===== config.mk =====
export PLATFORM = sky130hd
export DESIGN_NAME = maxpool2x2_stream_flat
export DESIGN_NICKNAME = d
export VERILOG_FILES = /design/src/rtl/maxpool2x2_stream_if.sv /design/src/rtl/maxpool2x2_stream.sv /design/src/flat_wrapper.sv
export SDC_FILE = /design/constraint.sdc
export NUM_CORES = 1
export LEC_CHECK = 0
export BUFFER_PORTS_ARGS = -buffer_cell sky130_fd_sc_hd__buf_2
export CORE_AREA = 2 2 208 210
export DETAILED_ROUTE_END_ITERATION = 12
export DIE_AREA = 0 0 210 212
export PLACE_DENSITY = 0.73
export SYNTH_ARGS = -nofsm -noshare
export SYNTH_HDL_FRONTEND = slang
export SYNTH_SLANG_ARGS = --single-unit

===== constraint.sdc =====
create_clock -name clk -period 3.9 [get_ports clk]
set_input_delay 0.39 -clock clk [delete_from_list [all_inputs] [get_ports clk]]
set_output_delay 0.39 -clock clk [all_outputs]
set_load 0.005 [all_outputs]

===== src/rtl/maxpool2x2_stream_if.sv =====
// Pixel-stream and pooled-result bundle for maxpool2x2_stream.
// The master drives pixels and reads pooled beats; the slave is the pooling stage.
interface maxpool2x2_stream_if #(
  parameter int unsigned DW = 12
);
  logic          valid_in;
  logic          sof_in;
  logic [DW-1:0] conv_in_1;
  logic [DW-1:0] conv_in_2;
  logic [DW-1:0] conv_in_3;
  logic [DW-1:0] max_value_1;
  logic [DW-1:0] max_value_2;
  logic [DW-1:0] max_value_3;
  logic          valid_out;
  logic          frame_done;

  modport master (
    output valid_in, sof_in, conv_in_1, conv_in_2, conv_in_3,
    input  max_value_1, max_value_2, max_value_3, valid_out, frame_done
  );

  modport slave (
    input  valid_in, sof_in, conv_in_1, conv_in_2, conv_in_3,
    output max_value_1, max_value_2, max_value_3, valid_out, frame_done
  );
endinterface


===== src/rtl/maxpool2x2_stream.sv =====
// Streaming 2x2 stride-2 max-pool over three signed channels, one half-width line buffer each.
// Optional input ReLU clamp is enabled by defining MAXPOOL_RELU_EN.
module maxpool2x2_stream #(
  parameter int unsigned IMG_W = 24,
  parameter int unsigned IMG_H = 24,
  parameter int unsigned DW    = 12
) (
  input logic                clk,
  input logic                rst_n,
  maxpool2x2_stream_if.slave io_pool
);

  localparam int unsigned LbDepth = IMG_W / 2;
  localparam int unsigned CW      = (IMG_W > 2) ? $clog2(IMG_W) : 1;
  localparam int unsigned RW      = (IMG_H > 2) ? $clog2(IMG_H) : 1;
  localparam int unsigned LW      = (LbDepth > 1) ? $clog2(LbDepth) : 1;

  if ((IMG_W % 2) != 0) begin : g_bad_w
    $error("maxpool2x2_stream: IMG_W must be even");
  end
  if ((IMG_H % 2) != 0) begin : g_bad_h
    $error("maxpool2x2_stream: IMG_H must be even");
  end

  function automatic logic signed [DW-1:0] clamp(input logic signed [DW-1:0] v);
`ifdef MAXPOOL_RELU_EN
    return v[DW-1] ? '0 : v;
`else
    return v;
`endif
  endfunction

  function automatic logic signed [DW-1:0] smax(input logic signed [DW-1:0] a,
                                                input logic signed [DW-1:0] b);
    return (a > b) ? a : b;
  endfunction

  logic [CW-1:0]           r_col, w_col, w_col_nxt;
  logic [RW-1:0]           r_row, w_row, w_row_nxt;
  logic signed [DW-1:0]    r_hold [3];
  logic signed [DW-1:0]    r_max  [3];
  logic                    r_valid_out, r_frame_done;
  logic signed [DW-1:0]    r_lb   [LbDepth][3];

  logic signed [DW-1:0]    w_px   [3];
  logic signed [DW-1:0]    w_pair [3];
  logic signed [DW-1:0]    w_res  [3];
  logic [LW-1:0]           w_lb_idx;
  logic                    w_col_last, w_row_last;
  logic                    w_hold_we, w_lb_we, w_fire, w_last;

  // A start-of-frame beat overrides the counters so the pixel lands at (0,0).
  always_comb begin
    w_col      = io_pool.sof_in ? '0 : r_col;
    w_row      = io_pool.sof_in ? '0 : r_row;
    w_col_last = (w_col == CW'(IMG_W - 1));
    w_row_last = (w_row == RW'(IMG_H - 1));
    w_lb_idx   = LW'(w_col >> 1);

    w_hold_we  = io_pool.valid_in & ~w_col[0];
    w_lb_we    = io_pool.valid_in &  w_col[0] & ~w_row[0];
    w_fire     = io_pool.valid_in &  w_col[0] &  w_row[0];
    w_last     = w_fire & w_col_last & w_row_last;

    w_col_nxt  = r_col;
    w_row_nxt  = r_row;
    if (io_pool.valid_in) begin
      if (w_col_last) begin
        w_col_nxt = '0;
        w_row_nxt = w_row_last ? '0 : w_row + RW'(1);
      end else begin
        w_col_nxt = w_col + CW'(1);
        w_row_nxt = w_row;
      end
    end
  end

  always_comb begin
    w_px[0] = clamp(signed'(io_pool.conv_in_1));
    w_px[1] = clamp(signed'(io_pool.conv_in_2));
    w_px[2] = clamp(signed'(io_pool.conv_in_3));
    for (int ch = 0; ch < 3; ch++) begin
      w_pair[ch] = smax(r_hold[ch], w_px[ch]);
      w_res[ch]  = smax(r_lb[w_lb_idx][ch], w_pair[ch]);
    end
  end

  always_ff @(posedge clk or negedge rst_n) begin
    if (!rst_n) begin
      r_col        <= '0;
      r_row        <= '0;
      r_valid_out  <= 1'b0;
      r_frame_done <= 1'b0;
      for (int ch = 0; ch < 3; ch++) begin
        r_hold[ch] <= '0;
        r_max[ch]  <= '0;
      end
    end else begin
      r_col        <= w_col_nxt;
      r_row        <= w_row_nxt;
      r_valid_out  <= w_fire;
      r_frame_done <= w_last;
      for (int ch = 0; ch < 3; ch++) begin
        if (w_hold_we) r_hold[ch] <= w_px[ch];
        if (w_fire)    r_max[ch]  <= w_res[ch];
      end
    end
  end

  // Each entry is written on an even row before the odd row reads it, so no reset is needed.
  always_ff @(posedge clk) begin
    if (w_lb_we) begin
      for (int ch = 0; ch < 3; ch++) begin
        r_lb[w_lb_idx][ch] <= w_pair[ch];
      end
    end
  end

  assign io_pool.max_value_1 = r_max[0];
  assign io_pool.max_value_2 = r_max[1];
  assign io_pool.max_value_3 = r_max[2];
  assign io_pool.valid_out   = r_valid_out;
  assign io_pool.frame_done  = r_frame_done;

endmodule

===== src/flat_wrapper.sv =====
// flat-port wrapper written by rule: the top's interface ports become plain ports
module maxpool2x2_stream_flat 
#(
  parameter int unsigned IMG_W = 24,
  parameter int unsigned IMG_H = 24,
  parameter int unsigned DW    = 12
)
  (clk, rst_n, io_pool_valid_in, io_pool_sof_in, io_pool_conv_in_1, io_pool_conv_in_2, io_pool_conv_in_3, io_pool_max_value_1, io_pool_max_value_2, io_pool_max_value_3, io_pool_valid_out, io_pool_frame_done);
  maxpool2x2_stream_if #(.DW(DW)) io_pool_i ();
  input logic clk;
  input logic rst_n;
  input wire logic [$bits(io_pool_i.valid_in)-1:0] io_pool_valid_in;
  input wire logic [$bits(io_pool_i.sof_in)-1:0] io_pool_sof_in;
  input wire logic [$bits(io_pool_i.conv_in_1)-1:0] io_pool_conv_in_1;
  input wire logic [$bits(io_pool_i.conv_in_2)-1:0] io_pool_conv_in_2;
  input wire logic [$bits(io_pool_i.conv_in_3)-1:0] io_pool_conv_in_3;
  output wire logic [$bits(io_pool_i.max_value_1)-1:0] io_pool_max_value_1;
  output wire logic [$bits(io_pool_i.max_value_2)-1:0] io_pool_max_value_2;
  output wire logic [$bits(io_pool_i.max_value_3)-1:0] io_pool_max_value_3;
  output wire logic [$bits(io_pool_i.valid_out)-1:0] io_pool_valid_out;
  output wire logic [$bits(io_pool_i.frame_done)-1:0] io_pool_frame_done;
  assign io_pool_i.valid_in = io_pool_valid_in;
  assign io_pool_i.sof_in = io_pool_sof_in;
  assign io_pool_i.conv_in_1 = io_pool_conv_in_1;
  assign io_pool_i.conv_in_2 = io_pool_conv_in_2;
  assign io_pool_i.conv_in_3 = io_pool_conv_in_3;
  assign io_pool_max_value_1 = io_pool_i.max_value_1;
  assign io_pool_max_value_2 = io_pool_i.max_value_2;
  assign io_pool_max_value_3 = io_pool_i.max_value_3;
  assign io_pool_valid_out = io_pool_i.valid_out;
  assign io_pool_frame_done = io_pool_i.frame_done;
  maxpool2x2_stream #(.IMG_W(IMG_W), .IMG_H(IMG_H), .DW(DW)) u_core (.clk(clk), .rst_n(rst_n), .io_pool(io_pool_i));
endmodule

# Word-level counts from Yosys, hierarchy flattened
# Memories as Yosys holds them, arrays and structs flattened.
# Index checks and enable logic that the tools add are counted.
dict set report totals {
  register_bits 84
  mem_bits_rw 432
  inputBits 40
  output_inout_bits 38
  n_memories 1
}
dict set report classes {
  n_addsub 2
  order_cmp 6
  n_eq_ne 2
  mux 13
  n_bitwise 8
}
# memory depth word_bits read_ports rd_clocked_by_memory_dff write_ports line
set mem_list {}
lappend mem_list {u_core.r_lb 12 36 1 0 1 maxpool2x2_stream.sv:43} ;# logic signed [DW-1:0] r_lb [LbDepth][3];
# operator n
set ops {}
lappend ops {{> comparator 12 bit} 6}
lappend ops {{two-way mux 12 bit} 6}
lappend ops {{two-way mux 5 bit} 5}
lappend ops {{adder 5 x 1 -> 5 bit (second input constant)} 2}
lappend ops {{== test 5 bit (second input constant)} 2}
lappend ops {{bitwise AND 1 bit} 6}
lappend ops {{two-way mux 1 bit} 2}
lappend ops {{NOT 1 bit} 2}

# Depth between registers and ports, before layout
# Gate-level depths: netlist (run 1).
dict set report depth {
  ltp_word 5
  ltp_mapped 19
}

# Worst setup path before layout (run 1)
# No wires, ideal clock.
dict set report synth_path {
  kind {input to register}
  start {input port io_pool_sof_in}
  end {memory u_core.r_lb[6][0] (netlist name) (enable)}
  setup_time_ns 0.474
  t_arrival_ns 3.964
  required_ns 3.426
  path_slack_ns -0.538
  cell_stages 6
  n_path_buf 2
  cell_sequence {buf_4 -> nand2b_1 -> nor2_1 -> clkbuf_1 -> nand2_1 -> nor3_1}
}
dict set report synth_via {
  elab_chain_len 5
}
# item line
set synth_rtl {}
lappend synth_rtl {{start, declared} flat_wrapper.sv:13} ;# input wire logic [$bits(io_pool_i.sof_in)-1:0] io_pool_sof_in;
lappend synth_rtl {{two-way mux 5 bit (on tied branches)} {maxpool2x2_stream.sv:54, maxpool2x2_stream.sv:55}}
lappend synth_rtl {{bitwise AND 1 bit / NOT 1 bit (equally long branches)} maxpool2x2_stream.sv:61} ;# w_lb_we = io_pool.valid_in & w_col[0] & ~w_row[0];
lappend synth_rtl {{bitwise AND 1 bit} maxpool2x2_stream.sv:61}
lappend synth_rtl {{two-way mux 1 bit} maxpool2x2_stream.sv:112} ;# if (w_lb_we) begin
lappend synth_rtl {{two-way mux 1 bit (not written as such)} maxpool2x2_stream.sv:114} ;# r_lb[w_lb_idx][ch] <= w_pair[ch];
lappend synth_rtl {{end, declared} maxpool2x2_stream.sv:43}
# Parallel ways exist; a longest one is shown, timed or not.

# Worst setup path in the final report (run 1)
dict set report layout_path {
  start {register u_core.r_hold[13] (netlist name)}
  end {register u_core.r_max, in the netlist u_core.io_pool.max_value_2[0]}
}
dict set report layout_via {
  elab_chain_len 4
}
# item line
set layout_rtl {}
lappend layout_rtl {{start, declared} maxpool2x2_stream.sv:40} ;# logic signed [DW-1:0] r_hold [3];
lappend layout_rtl {{start signal, assigned by index} maxpool2x2_stream.sv:104} ;# if (w_hold_we) r_hold[ch] <= w_px[ch];
lappend layout_rtl {{> comparator 12 bit} maxpool2x2_stream.sv:35} ;# return (a > b) ? a : b;
lappend layout_rtl {{two-way mux 12 bit *} maxpool2x2_stream.sv:35}
lappend layout_rtl {{> comparator 12 bit} maxpool2x2_stream.sv:35}
lappend layout_rtl {{two-way mux 12 bit *} maxpool2x2_stream.sv:35}
lappend layout_rtl {{end signal, assigned by index} maxpool2x2_stream.sv:105} ;# if (w_fire) r_max[ch] <= w_res[ch];
lappend layout_rtl {{end, declared} maxpool2x2_stream.sv:41} ;# logic signed [DW-1:0] r_max [3];
# Mark *: on every way between the ends. The rest lies on a longest branch, timed or not.
# A chain may end at the register's enable or synchronous reset.

==> reports/metrics.csv, run 1 <==
metric;value;unit
status;complete, no violations;
synth_nets;1806;
skew;0.01475;ns
top_layer;met4;
ys_seq_area_share;65.39;%
clk_pin_slew;0.06;ns
end_kind;flip-flop;
antenna_cells;0;
die_w;210;µm
fmax;0.2573;GHz
netlist_area;23050;µm²
synth_enable_flop_cells;432;
ys_types;69;
grt_pass1_wl;90730;µm
final_area;27740;µm²
htreeDepth;2;
hold_class;in -> reg;
drive_gt1_share;26.88;%
finalHoldViolations;0;
finalMaxSlewViolations;0;
ir_drop;0.3524;mV
antenna_found_initial;0;
dpl_cell_area;25330;µm²
timing.max_cap.violations;0;
worst_pin_slew;0.9417;ns
first_global_vias;15750;
clock_latency;0.60;ns
io_pins;78;
grtUsageTotal;26.99;%
numPortBuffers;77;
min_period;3.887;ns
routabilityCongestion;0.9236;
cts_num_sinks;516;
dr_wl_met2;30620;µm
remaining_drc_errors;0;
cp.required;4.36;ns
clock_path_buffers;3;
synth_seq_cells;516;
cts_tree;built;
slew_headroom;37.22;%
syn_to_final_growth;20.32;%
syn_inst;1692;
leakagePower;10.24;nW
start_kind;flip-flop;
wl;60450;µm
rows;76;
async_flop_share;16.28;%
rsz0062_at_grt;true;
powerDensity;569.7;nW/µm²
wl_met1;23590;µm
dieHeight;212;µm
critPathKind;reg -> reg;
cp.arrival;4.35;ns
ant_nets;0;
cts_made_buffers;50;
avgSynthCellArea;13.63;µm²
avgRoutedWirePerCell;24.05;µm
multiInputGateArea;7854;µm²
synth.largest_area_cell;edfxtp_1;
yosysWarningCount;0;
fillers;2989;
dieArea;44520;µm²
cp_max_fo;5;
grt-ovfl-total;0;
yosys-top-cells-area;edfxtp_1 56%, dfrtp_1 9.1%, ha_1 4.0%;
layout.nets;2044;
finalCritPeriodShare;99.67;%
first_iter_violations;1545;
num_vias;15740;
dpl.hpwl;38250;µm
start_util;54.24;%
core;42510;µm²
setup-violations-final;0;
cts-root-buf;clkbuf_16;
drtPass1Iterations;6;
netlist.area_leader.share;56.27;%
yosys_most_used_dff;edfxtp_1;
grt_max_degree;64;
finalPower;0.01580;W
wl_met3;3928;µm
regArea;15080;µm²
vias_per_cell;6.262;
tns;0;ns
[worst max-delay path, cell delays in order, from the launching register on]
cell	delay (ns)
dfrtp_1	0.42
ha_4	0.28
nor2b_4	0.13
o211ai_2	0.10
a211oi_2	0.29
or3_4	0.22
nor3b_4	0.23
buf_6	0.15
a21o_1	0.15
nor2_2	0.04
ha_1	0.33
a211oi_2	0.08
o21bai_1	0.14
a21oi_1	0.10
o221a_2	0.32
a211oi_4	0.31
buf_6	0.18
nor3b_4	0.20
o31ai_2	0.09
[sequential cells by signal, indices dropped and copies added (netlist names)]
register / cells
u_core.io_pool.frame_done: 1
u_core.io_pool.max_value_1: 12
u_core.io_pool.max_value_2: 12
u_core.io_pool.max_value_3: 12
u_core.io_pool.valid_out: 1
u_core.r_col: 5
u_core.r_hold: 36
u_core.r_lb: 432
u_core.r_row: 5
[final timing paths]
| check | startpoint | end | slack, ns | depth (start not counted) |
|---|---|---|---|---|
| setup / recovery | u_core.r_hold[13] | u_core.io_pool.max_value_2[0] | 0.01 | 18 |
| hold / removal | io_pool_conv_in_1[8] | u_core.r_hold[32] | 0.08 | 3 |
| setup reg to reg | u_core.r_hold[13] | u_core.io_pool.max_value_2[0] | 0.01 | 18 |
| hold reg to reg | u_core.io_pool.max_value_1[4] | u_core.io_pool.max_value_1[4] | 0.48 | 2 |
| max in group asynchronous | rst_n | u_core.io_pool.max_value_2[4] | 2.64 | 3 |
| min in group asynchronous | rst_n | u_core.r_hold[19] | 0.42 | 2 |
[cells in the mapped netlist (all sizes together) (20+ instances only)]
master,instances
nor2,111
ha,74
inv,71
mux2i,66
nand2,121
a221oi,23
buf,50
o21ai,97
o211ai,35
o221ai,35
clkbuf,54
a211o,20
dfrtp,84
a222oi,29
edfxtp,432
a21oi,69
mux2,63
[placed cells by master (no fill, tap or decap), types with 11 or more instances in the layout]
master	Yosys	layout
o211ai_1	34	34
nand2_1	121	121
dfrtp_1	84	82
inv_1	71	71
clkbuf_16	0	51
clkbuf_1	54	12
buf_2	31	76
a222oi_1	29	29
edfxtp_1	432	432
ha_4	0	12
buf_12	0	19
o21ai_1	25	30
a21o_1	17	17
nor2_1	109	97
o21ai_0	72	65
a22o_1	11	11
o221ai_1	35	35
o31a_1	11	11
nand4_1	18	18
ha_1	74	61
a211o_1	20	20
mux2_2	62	60
a221o_1	11	11
nor2b_1	17	15
buf_4	9	183
a21oi_1	69	63
mux2i_1	66	61
a221oi_1	23	23
o21a_1	13	13
[cell families after synthesis]
kind of cell               synth area share (%)
DFF                                       65.39
AOI/OAI and AO/OA                         13.97
and+or+nand+nor                           7.126
buffers and inverters                     3.245
muxes                                     6.252
adders and majority gates                 4.016
[layer usage]
metal  global-route usage, %  up-vias
li1                        -     7051
met4                   11.32        0
met2                   47.14      665
met5                       0        -
met1                   33.96     7915
met3                   3.870      111
[final cells by class]
| type | instances | area share [%] |
|---|---|---|
| Inverter | 72 | 0.9743 |
| Multi-Input combinational cell | 1002 | 28.31 |
| Clock inverter | 27 | 1.006 |
| Timing Repair Buffer | 288 | 8.110 |
| Clock buffer | 63 | 4.763 |
| Sequential cell | 516 | 54.37 |
| Tap cell | 546 | 2.463 |
[power by group]
| part | switching (W) | total (W) | internal, W |
|---|---|---|---|
| registers | 0.000236 | 0.00689 | 0.00666 |
| clock network | 0.00206 | 0.00479 | 0.00273 |
| logic | 0.00237 | 0.00412 | 0.00174 |
[through the flow]
| step | std cells | utilization [%] | setup WS, ns | hold slack [ns] |
|---|---|---|---|---|
| 5_1_grt | 2514 | 65.26 | -0.2073 | 0.07236 |
| 3_5_place_dp | 2391 | 59.60 | -0.4882 | 0.4724 |
| 2_1_floorplan | 1692 | - | -0.5378 | 0.09441 |
| 4_1_cts | 2484 | 63.54 | -0.02119 | 0.06058 |
| 3_3_place_gp | 2391 | 59.60 | -0.3948 | 0.4663 |
| 6_report | 2514 | 65.26 | 0.01304 | 0.08436 |
[timing repair]
item                                    in CTS  in global routing
gates resized for setup                     13                 91
hold buffers                                 1                  0
endpoints found under the setup margin      16                 36
setup buffers                                2                 27
pin swaps                                    0                 38
gates cloned                                 0                  4
endpoints found under the hold margin       62                  0
Power figures use the tool's default switching activity.
==> run 2, diff against run 1 <==
--- a/config.mk
+++ b/config.mk
@@ -10,6 +10,7 @@
 export DETAILED_ROUTE_END_ITERATION = 12
 export DIE_AREA = 0 0 210 212
 export PLACE_DENSITY = 0.73
+export REMOVE_ABC_BUFFERS = 1
 export SYNTH_ARGS = -nofsm -noshare
 export SYNTH_HDL_FRONTEND = slang
 export SYNTH_SLANG_ARGS = --single-unit
==> run 2 against run 1 <==
  * The flow now finishes with violations (negative setup slack)
  * Sequential cell count stayed put
  * Register-to-register slack worse by 0.06 ns
  * Final cell count is 1.2% higher
  * Fmax is 1.4% lower
  * Setup slack worse by 0.056 ns
  * Sequential power hardly changed
  * Critical path depth is 1 higher
  * Clock power is 2% higher
  * Final area is 1.4% higher
  * Count of clock-buffer cells in the layout is 2 lower
==> reports/metrics.csv, run 2 (synthesis gave the netlist of run 1 again) <==
metric;value;unit;change
powerDensity;571.6;nW/µm²;was 569.7 nW/µm²
htreeDepth;2;;unchanged
crit_chain;ha_4, nor2b_4, o211ai_2, a211oi_2, buf_4, or3_4, nor3b_4, buf_6, a21o_1, nor2_2, ha_4, a211oi_2, o21bai_1, a21oi_2, o221a_4, a211oi_4, buf_6, nor3b_4, o31ai_2;;was ha_4, nor2b_4, o211ai_2, a211oi_2, or3_4, nor3b_4, buf_6, a21o_1, nor2_2, ha_1, a211oi_2, o21bai_1, a21oi_1, o221a_2, a211oi_4, buf_6, nor3b_4, o31ai_2
grt_max_degree;69;;was 64
post-route-util;66.19;%;was 65.26%
die_w;210;µm;unchanged
timing.max_cap.violations;0;;unchanged
start_kind;flip-flop;;unchanged
cp.arrival;4.40;ns;was 4.35 ns
clock_path_buffers;3;;unchanged
clock_latency;0.60;ns;about the same
dp_cells;2411;;was 2391
clk_pin_slew;0.07;ns;was 0.06 ns
hold_depth;2;;was 3
finalPower;0.01608;W;was 0.01580 W
ir_drop;0.4843;mV;was 0.3524 mV
cts_num_sinks;516;;unchanged
io_pins;78;;unchanged
slew_headroom;27.68;%;was 37.22%
finalCritPeriodShare;101.1;%;was 99.67%
layout.nets;2069;;was 2044
setup-violations-final;1;;was 0
remaining_drc_errors;0;;unchanged
cp_max_fo;7;;was 5
dpl.hpwl;37370;µm;was 38250 µm
status;finished with violations;;was complete, no violations
finalMaxSlewViolations;0;;unchanged
end_kind;flip-flop;;unchanged
cts-root-buf;clkbuf_16;;unchanged
first_iter_violations;1826;;was 1545
fmax;0.2536;GHz;was 0.2573 GHz
hold_class;in -> reg;;unchanged
routabilityCongestion;0.8643;;was 0.9236
drtPass1Iterations;6;;unchanged
r2r_cells;19;;was 18
grt-ovfl-total;0;;unchanged
num_vias;16100;;was 15740
dieHeight;212;µm;unchanged
critPathKind;reg -> reg;;unchanged
cp.required;4.36;ns;about the same
slowest_stage;dfrtp_1;;unchanged
rsz0062_at_grt;true;;unchanged
min_period;3.943;ns;was 3.887 ns
first_global_vias;15990;;was 15750
reg_top3;u_core.r_lb (432), u_core.r_hold (36);;unchanged
critical_path.top_delay_family;compound AO/OA/AOI/OAI gates;;unchanged
antenna_found_initial;0;;unchanged
violations;negative setup slack;;
largest_register_ffs;432;;unchanged
fillers;2949;;was 2989
leakagePower;10.40;nW;was 10.24 nW
numPortBuffers;77;;unchanged
antenna_cells;0;;unchanged
syn_to_final_growth;22.03;%;was 20.32%
final_common_cell;edfxtp_1;;unchanged
core;42510;µm²;unchanged
worst_pin_slew;1.085;ns;was 0.9417 ns
largest-register;u_core.r_lb;;unchanged
worst_slack;-0.04298;ns;was 0.01304 ns
dieArea;44520;µm²;unchanged
drive_gt1_share;29.23;%;was 26.88%
grtUsageTotal;26.61;%;was 26.99%
start_util;54.24;%;unchanged
crit_cells;19;;was 18
avgRoutedWirePerCell;23.81;µm;was 24.05 µm
vias_per_cell;6.330;;was 6.262
cts_tree;built;;unchanged
skew;0.02952;ns;was 0.01475 ns
worst-path-buf-inv;3;;was 2
wl;60580;µm;was 60450 µm
critPathMaxStageDelay;0.43;ns;was 0.42 ns
grt_pass1_wl;90020;µm;was 90730 µm
finalHoldViolations;0;;unchanged
ant_nets;0;;unchanged
layout.cells.non_filler;2544;;was 2514
rows;76;;unchanged
mostFrequentLayoutCells;432 x edfxtp_1, 200 x buf_4, 120 x nand2_1, 98 x nor2_1, 80 x dfrtp_1;;was 432 x edfxtp_1, 183 x buf_4, 121 x nand2_1, 97 x nor2_1, 82 x dfrtp_1
cts_made_buffers;51;;was 50
-- run 2: cell count changes in the layout (fill, tap and decap cells not counted), moves of 5 or more --
cell,before,now
a41oi_1,7,0
buf_6,8,17
o21ai_2,2,7
buf_4,183,200
o21ai_0,65,58
clkinvlp_4,1,8
a41oi_2,4,11
-- run 2: area by class of cell --
type,instances,area [µm²],share of cell area (%)
Tap cell,546,683.2,2.428
Clock buffer,61,1335,4.745
Sequential cell,516,15080,53.62
Multi-Input combinational cell,1003,8024,28.52
Timing Repair Buffer,311,2406,8.552
Clock inverter,35,331.6,1.179
Inverter,72,270.3,0.9606
-- run 2: path summary, 6_finish.rpt --
kind                                          startpoint  slack, ns                       endpoint
max                                    u_core.r_hold[13]      -0.04  u_core.io_pool.max_value_2[0]
min                                 io_pool_conv_in_1[0]       0.06              u_core.r_hold[24]
max reg2reg                            u_core.r_hold[13]      -0.04  u_core.io_pool.max_value_2[0]
min reg2reg                u_core.io_pool.max_value_3[3]       0.48  u_core.io_pool.max_value_3[3]
max in group asynchronous                          rst_n       2.46              u_core.r_hold[19]
min in group asynchronous                          rst_n       0.55              u_core.r_hold[11]
-- run 2: power breakdown --
group	internal, W	switching [W]	total, W
sequential	0.00666	0.000238	0.00690
combinational	0.00186	0.00245	0.00430
clock	0.00279	0.00209	0.00488
-- run 2: what timing repair did --
item | 4_1_cts | 5_1_grt
gates cloned | 0 | 4
setup buffers | 5 | 27
gates resized for setup | 29 | 119
hold buffers | 1 | 0
setup endpoints to repair | 36 | 36
pin swaps | 9 | 48
endpoints found under the hold margin | 23 | 0
-- run 2: per-stage QoR --
step / area [µm²] / TNS, ns / hold slack (ns) / setup slack (ns)
after floorplan: 22580 / -1520.51 / 0.09441 / -4.931
after global placement: 25450 / -7.014 / 0.4605 / -0.3837
after detailed placement: 25450 / -12.65 / 0.4700 / -0.6198
after CTS: 27310 / 0 / 0.02919 / 0.01556
after global routing: 28130 / -2.128 / 0.04963 / -0.1879
final: 28130 / -0.04298 / 0.05659 / -0.04298
-- run 2: routing by layer --
layer | track usage [%] | up-vias | wire (µm)
li1 | - | 7111 | -
met3 | 4.535 | 131 | 4839
met2 | 43.80 | 742 | 29480
met5 | 0 | - | 0
met1 | 36.38 | 8119 | 24630
met4 | 8.731 | 0 | 1632
==> run 3, diff against run 2 <==
--- a/config.mk
+++ b/config.mk
@@ -5,10 +5,11 @@
 export SDC_FILE = /design/constraint.sdc
 export NUM_CORES = 1
 export LEC_CHECK = 0
+export ABC_AREA = 1
 export BUFFER_PORTS_ARGS = -buffer_cell sky130_fd_sc_hd__buf_2
-export CORE_AREA = 2 2 208 210
+export CORE_AREA = 2 2 211 213
 export DETAILED_ROUTE_END_ITERATION = 12
-export DIE_AREA = 0 0 210 212
+export DIE_AREA = 0 0 213 215
 export PLACE_DENSITY = 0.73
 export REMOVE_ABC_BUFFERS = 1
 export SYNTH_ARGS = -nofsm -noshare
==> run 3 against run 2 <==
  * The flow now finishes without violations
  * Setup slack improved by 0.41 ns
  * Sequential power decreased by 5.5%
  * Hold slack better by 0.024 ns
  * Total power down 11%
  * Die area grew 2.9%
  * Non-clock buffer count shrank 146
  * Combinational power down 33%
  * Critical path depth rose by 8
  * Clock power increased by 1%
  * Core utilization decreased by 4.2 points
  * Via count grew 10%
  * Critical endpoint is now u_core.io_pool.max_value_1[11]
  * Largest power group unchanged
  * Highest routed layer unchanged
==> reports/metrics.csv, run 3 <==
metric;value;unit;change
reg_top3;u_core.r_lb (432), u_core.r_hold (36);;unchanged
finalMaxSlewViolations;0;;unchanged
start_kind;flip-flop;;unchanged
vias_per_cell;5.500;;was 6.330
post-cts-setup-buffers;0;;was 5
hold_slack;0.08076;ns;was 0.05659 ns
grt_pass1_wl;93450;µm;was 90020 µm
power_frac_seq;45.5;%;was 42.9%
num_vias;17730;;was 16100
tns;0;ns;was -0.04298 ns
finalCritPeriodShare;90.61;%;was 101.1%
clkPwrFrac;34.5;%;was 30.4%
cts_tree;built;;unchanged
leakagePower;12.07;nW;was 10.40 nW
slew_headroom;23.92;%;was 27.68%
async_flop_share;16.28;%;unchanged
dpl.hpwl;35390;µm;was 37370 µm
routabilityCongestion;0.8937;;was 0.8643
yosys-top-cells-area;edfxtp_1 55%, nand2_1 17%, dfrtp_1 8.9%;;was edfxtp_1 56%, dfrtp_1 9.1%, ha_1 4.0%
dieArea;45800;µm²;was 44520 µm²
cp.required;4.39;ns;was 4.36 ns
largest_register_ffs;432;;unchanged
layout.nets;2703;;was 2069
yosysMostFrequentCell;nand2_1;;was edfxtp_1
antenna_cells;0;;unchanged
cts_num_sinks;516;;unchanged
antenna_found_initial;1;;was 0
largest-register;u_core.r_lb;;unchanged
netlist.area_leader.share;54.69;%;was 56.27%
skew;0.01778;ns;was 0.02952 ns
critPathKind;reg -> reg;;unchanged
ys_seq_area_share;63.55;%;was 65.39%
switching_power;0.004108;W;was 0.004779 W
cp.arrival;4.02;ns;was 4.40 ns
avgRoutedWirePerCell;18.36;µm;was 23.81 µm
io_pins;78;;unchanged
swShare;28.64;%;was 29.72%
multiInputGateArea;7599;µm²;was 8024 µm²
mostFrequentLayoutCells;1081 x nand2_1, 432 x edfxtp_1, 207 x nand3_1, 185 x inv_1, 127 x nor2_1;;was 432 x edfxtp_1, 200 x buf_4, 120 x nand2_1, 98 x nor2_1, 80 x dfrtp_1
worst_pin_slew;1.140;ns;was 1.085 ns
powerDensity;530.1;nW/µm²;was 571.6 nW/µm²
clock_path_buffers;3;;unchanged
slowest_stage;dfrtp_1;;unchanged
drtPass1Iterations;5;;was 6
regArea;15080;µm²;about the same
yosys_most_used_dff;edfxtp_1;;unchanged
wl;59190;µm;was 60580 µm
clk_pin_slew;0.06;ns;was 0.07 ns
ant_nets;0;;unchanged
syn_inst;2476;;was 1692
drive_gt1_share;10.57;%;was 29.23%
numPortBuffers;77;;unchanged
die_w;213;µm;was 210 µm
status;complete, no violations;;was finished with violations
cts-root-buf;clkbuf_16;;unchanged
grt-ovfl-total;0;;unchanged
final_common_cell;nand2_1;;was edfxtp_1
synth.largest_area_cell;edfxtp_1;;unchanged
critPathMaxStageDelay;0.40;ns;was 0.43 ns
synth.top_cells.by_count;1089 x nand2_1, 432 x edfxtp_1, 207 x nand3_1, 185 x inv_1, 136 x nor2_1;;was 432 x edfxtp_1, 121 x nand2_1, 109 x nor2_1, 84 x dfrtp_1, 74 x ha_1
synth_enable_flop_cells;432;;unchanged
core;43640;µm²;was 42510 µm²
ys_types;26;;was 69
ir_drop;0.4922;mV;was 0.4843 mV
rows;77;;was 76
fillers;3400;;was 2949
dieHeight;215;µm;was 212 µm
grtUsageTotal;26.37;%;was 26.61%
setup-violations-final;0;;was 1
start_util;54.35;%;was 54.24%
finalHoldViolations;0;;unchanged
fmax;0.2830;GHz;was 0.2536 GHz
remaining_drc_errors;0;;unchanged
critical_path.top_delay_family;simple AND/OR/NAND/NOR gates;;was compound AO/OA/AOI/OAI gates
yosysWarningCount;0;;unchanged
path_common_cell;nand2_1;;
htreeDepth;2;;unchanged
grt_max_degree;68;;was 69
first_iter_violations;1787;;was 1826
synth_seq_cells;516;;unchanged
crit_cells;27;;was 19
dpl_cell_area;25330;µm²;was 25450 µm²
hold_class;in -> reg;;unchanged
end_kind;flip-flop;;unchanged
worst-path-buf-inv;5;;was 3
p_int;0.01024;W;was 0.01130 W
hold_depth;3;;was 2
clock_latency;0.61;ns;was 0.60 ns
avgSynthCellArea;9.581;µm²;was 13.63 µm²
final_area;27060;µm²;was 28130 µm²
r2r_cells;27;;was 19
timing.max_cap.violations;0;;unchanged
first_global_vias;17630;;was 15990
netlist_area;23720;µm²;was 23050 µm²
syn_to_final_growth;14.08;%;was 22.03%
cp_max_fo;12;;was 7
cts_made_buffers;53;;was 51
min_period;3.534;ns;was 3.943 ns
p_comb_share;20.0;%;was 26.8%
## run 3: cell count changes after synthesis, sizes merged, moves of 35 or more
cell    change
nand2     +970
nand3     +196
inv       +120
mux2i      -66
mux2       -63
o21ai      -58
a21oi      -43
nand4      +37
o211ai     -35
o221ai     -35
## run 3: logic make-up after synthesis
group / count (synthesis) / synth area share, %
fa+ha+maj: 74 / 3.903
compound gates: 74 / 1.635
buf+inv: 299 / 5.000
xor+xnor: 3 / 0.1108
flops: 516 / 63.55
simple gates: 1510 / 25.80
## run 3: power groups by stage
| stage | combinational, W | clock (W) | sequential (W) |
|---|---|---|---|
| after floorplan | 0.00174 | 0 | 0.00664 |
| after global placement | 0.00269 | 0 | 0.00663 |
| after detailed placement | 0.00280 | 0 | 0.00663 |
| after CTS | 0.00282 | 0.00501 | 0.00652 |
| after global routing | 0.00323 | 0.00521 | 0.00653 |
| final | 0.00287 | 0.00495 | 0.00652 |
## run 3: final timing paths
kind | start | end | slack (ns)
setup reg to reg | u_core.r_hold[35] | u_core.io_pool.max_value_1[11] | 0.37
min in group asynchronous | rst_n | u_core.io_pool.valid_out | 0.46
hold / removal | io_pool_conv_in_1[7] | u_core.r_hold[31] | 0.08
max in group asynchronous | rst_n | u_core.r_hold[19] | 2.52
hold reg to reg | u_core.io_pool.max_value_2[6] | u_core.io_pool.max_value_2[6] | 0.47
setup / recovery | u_core.r_hold[35] | u_core.io_pool.max_value_1[11] | 0.37
## run 3: layer usage
layer | vias up | global-route usage [%] | routed length (µm)
li1 | 8357 | - | -
met1 | 8546 | 34.79 | 24430
met2 | 701 | 44.14 | 29240
met3 | 122 | 4.121 | 3969
met4 | 0 | 9.790 | 1546
met5 | - | 0 | 0
## run 3: cell type report
| class | count | share of cell area, % |
|---|---|---|
| repair buffers | 165 | 4.573 |
| flip-flops and latches | 516 | 55.71 |
| well taps | 592 | 2.737 |
| clock inverters | 21 | 0.8692 |
| clock buffers | 76 | 5.372 |
| multi-input cells | 1661 | 28.08 |
| inverters | 192 | 2.663 |
## run 3: repair_timing
| item | 4_1_cts | 5_1_grt |
|---|---|---|
| gates resized for setup | 0 | 10 |
| setup endpoints to repair | 0 | 36 |
| endpoints found under the hold margin | 60 | 0 |
| hold buffers | 1 | 0 |
## run 3: metrics by stage
step           power, W  setup WS, ns  utilization [%]  instances
2_1_floorplan  0.008377        -2.455                -       2369
3_3_place_gp   0.009313        0.1979            58.05       3125
3_5_place_dp   0.009430       0.08735            58.05       3125
4_1_cts         0.01435        0.2093            61.94       3223
5_1_grt         0.01497     -0.001466            62.01       3223
6_report        0.01435        0.3662            62.01       3223
## run 3: worst reg2reg max path, cell delays in order, from the launching register on
cell and delay (ns):
dfrtp_1 0.40, ha_1 0.34, nand2_1 0.08, inv_1 0.06
nand2_1 0.06, nor2_1 0.17, nand2_1 0.10, nand3_1 0.09
nand2_1 0.06, nand2_1 0.11, buf_6 0.17, nand3_1 0.11
nand2_1 0.12, inv_1 0.06, ha_1 0.33, nand2_1 0.10
nor2_2 0.14, and2_1 0.13, nand2_1 0.09, nand3_1 0.08
nand2_1 0.06, nand2_1 0.10, buf_6 0.16, nand3_1 0.07
nand2_1 0.08, inv_1 0.04, nand2_1 0.06, nand2_1 0.05
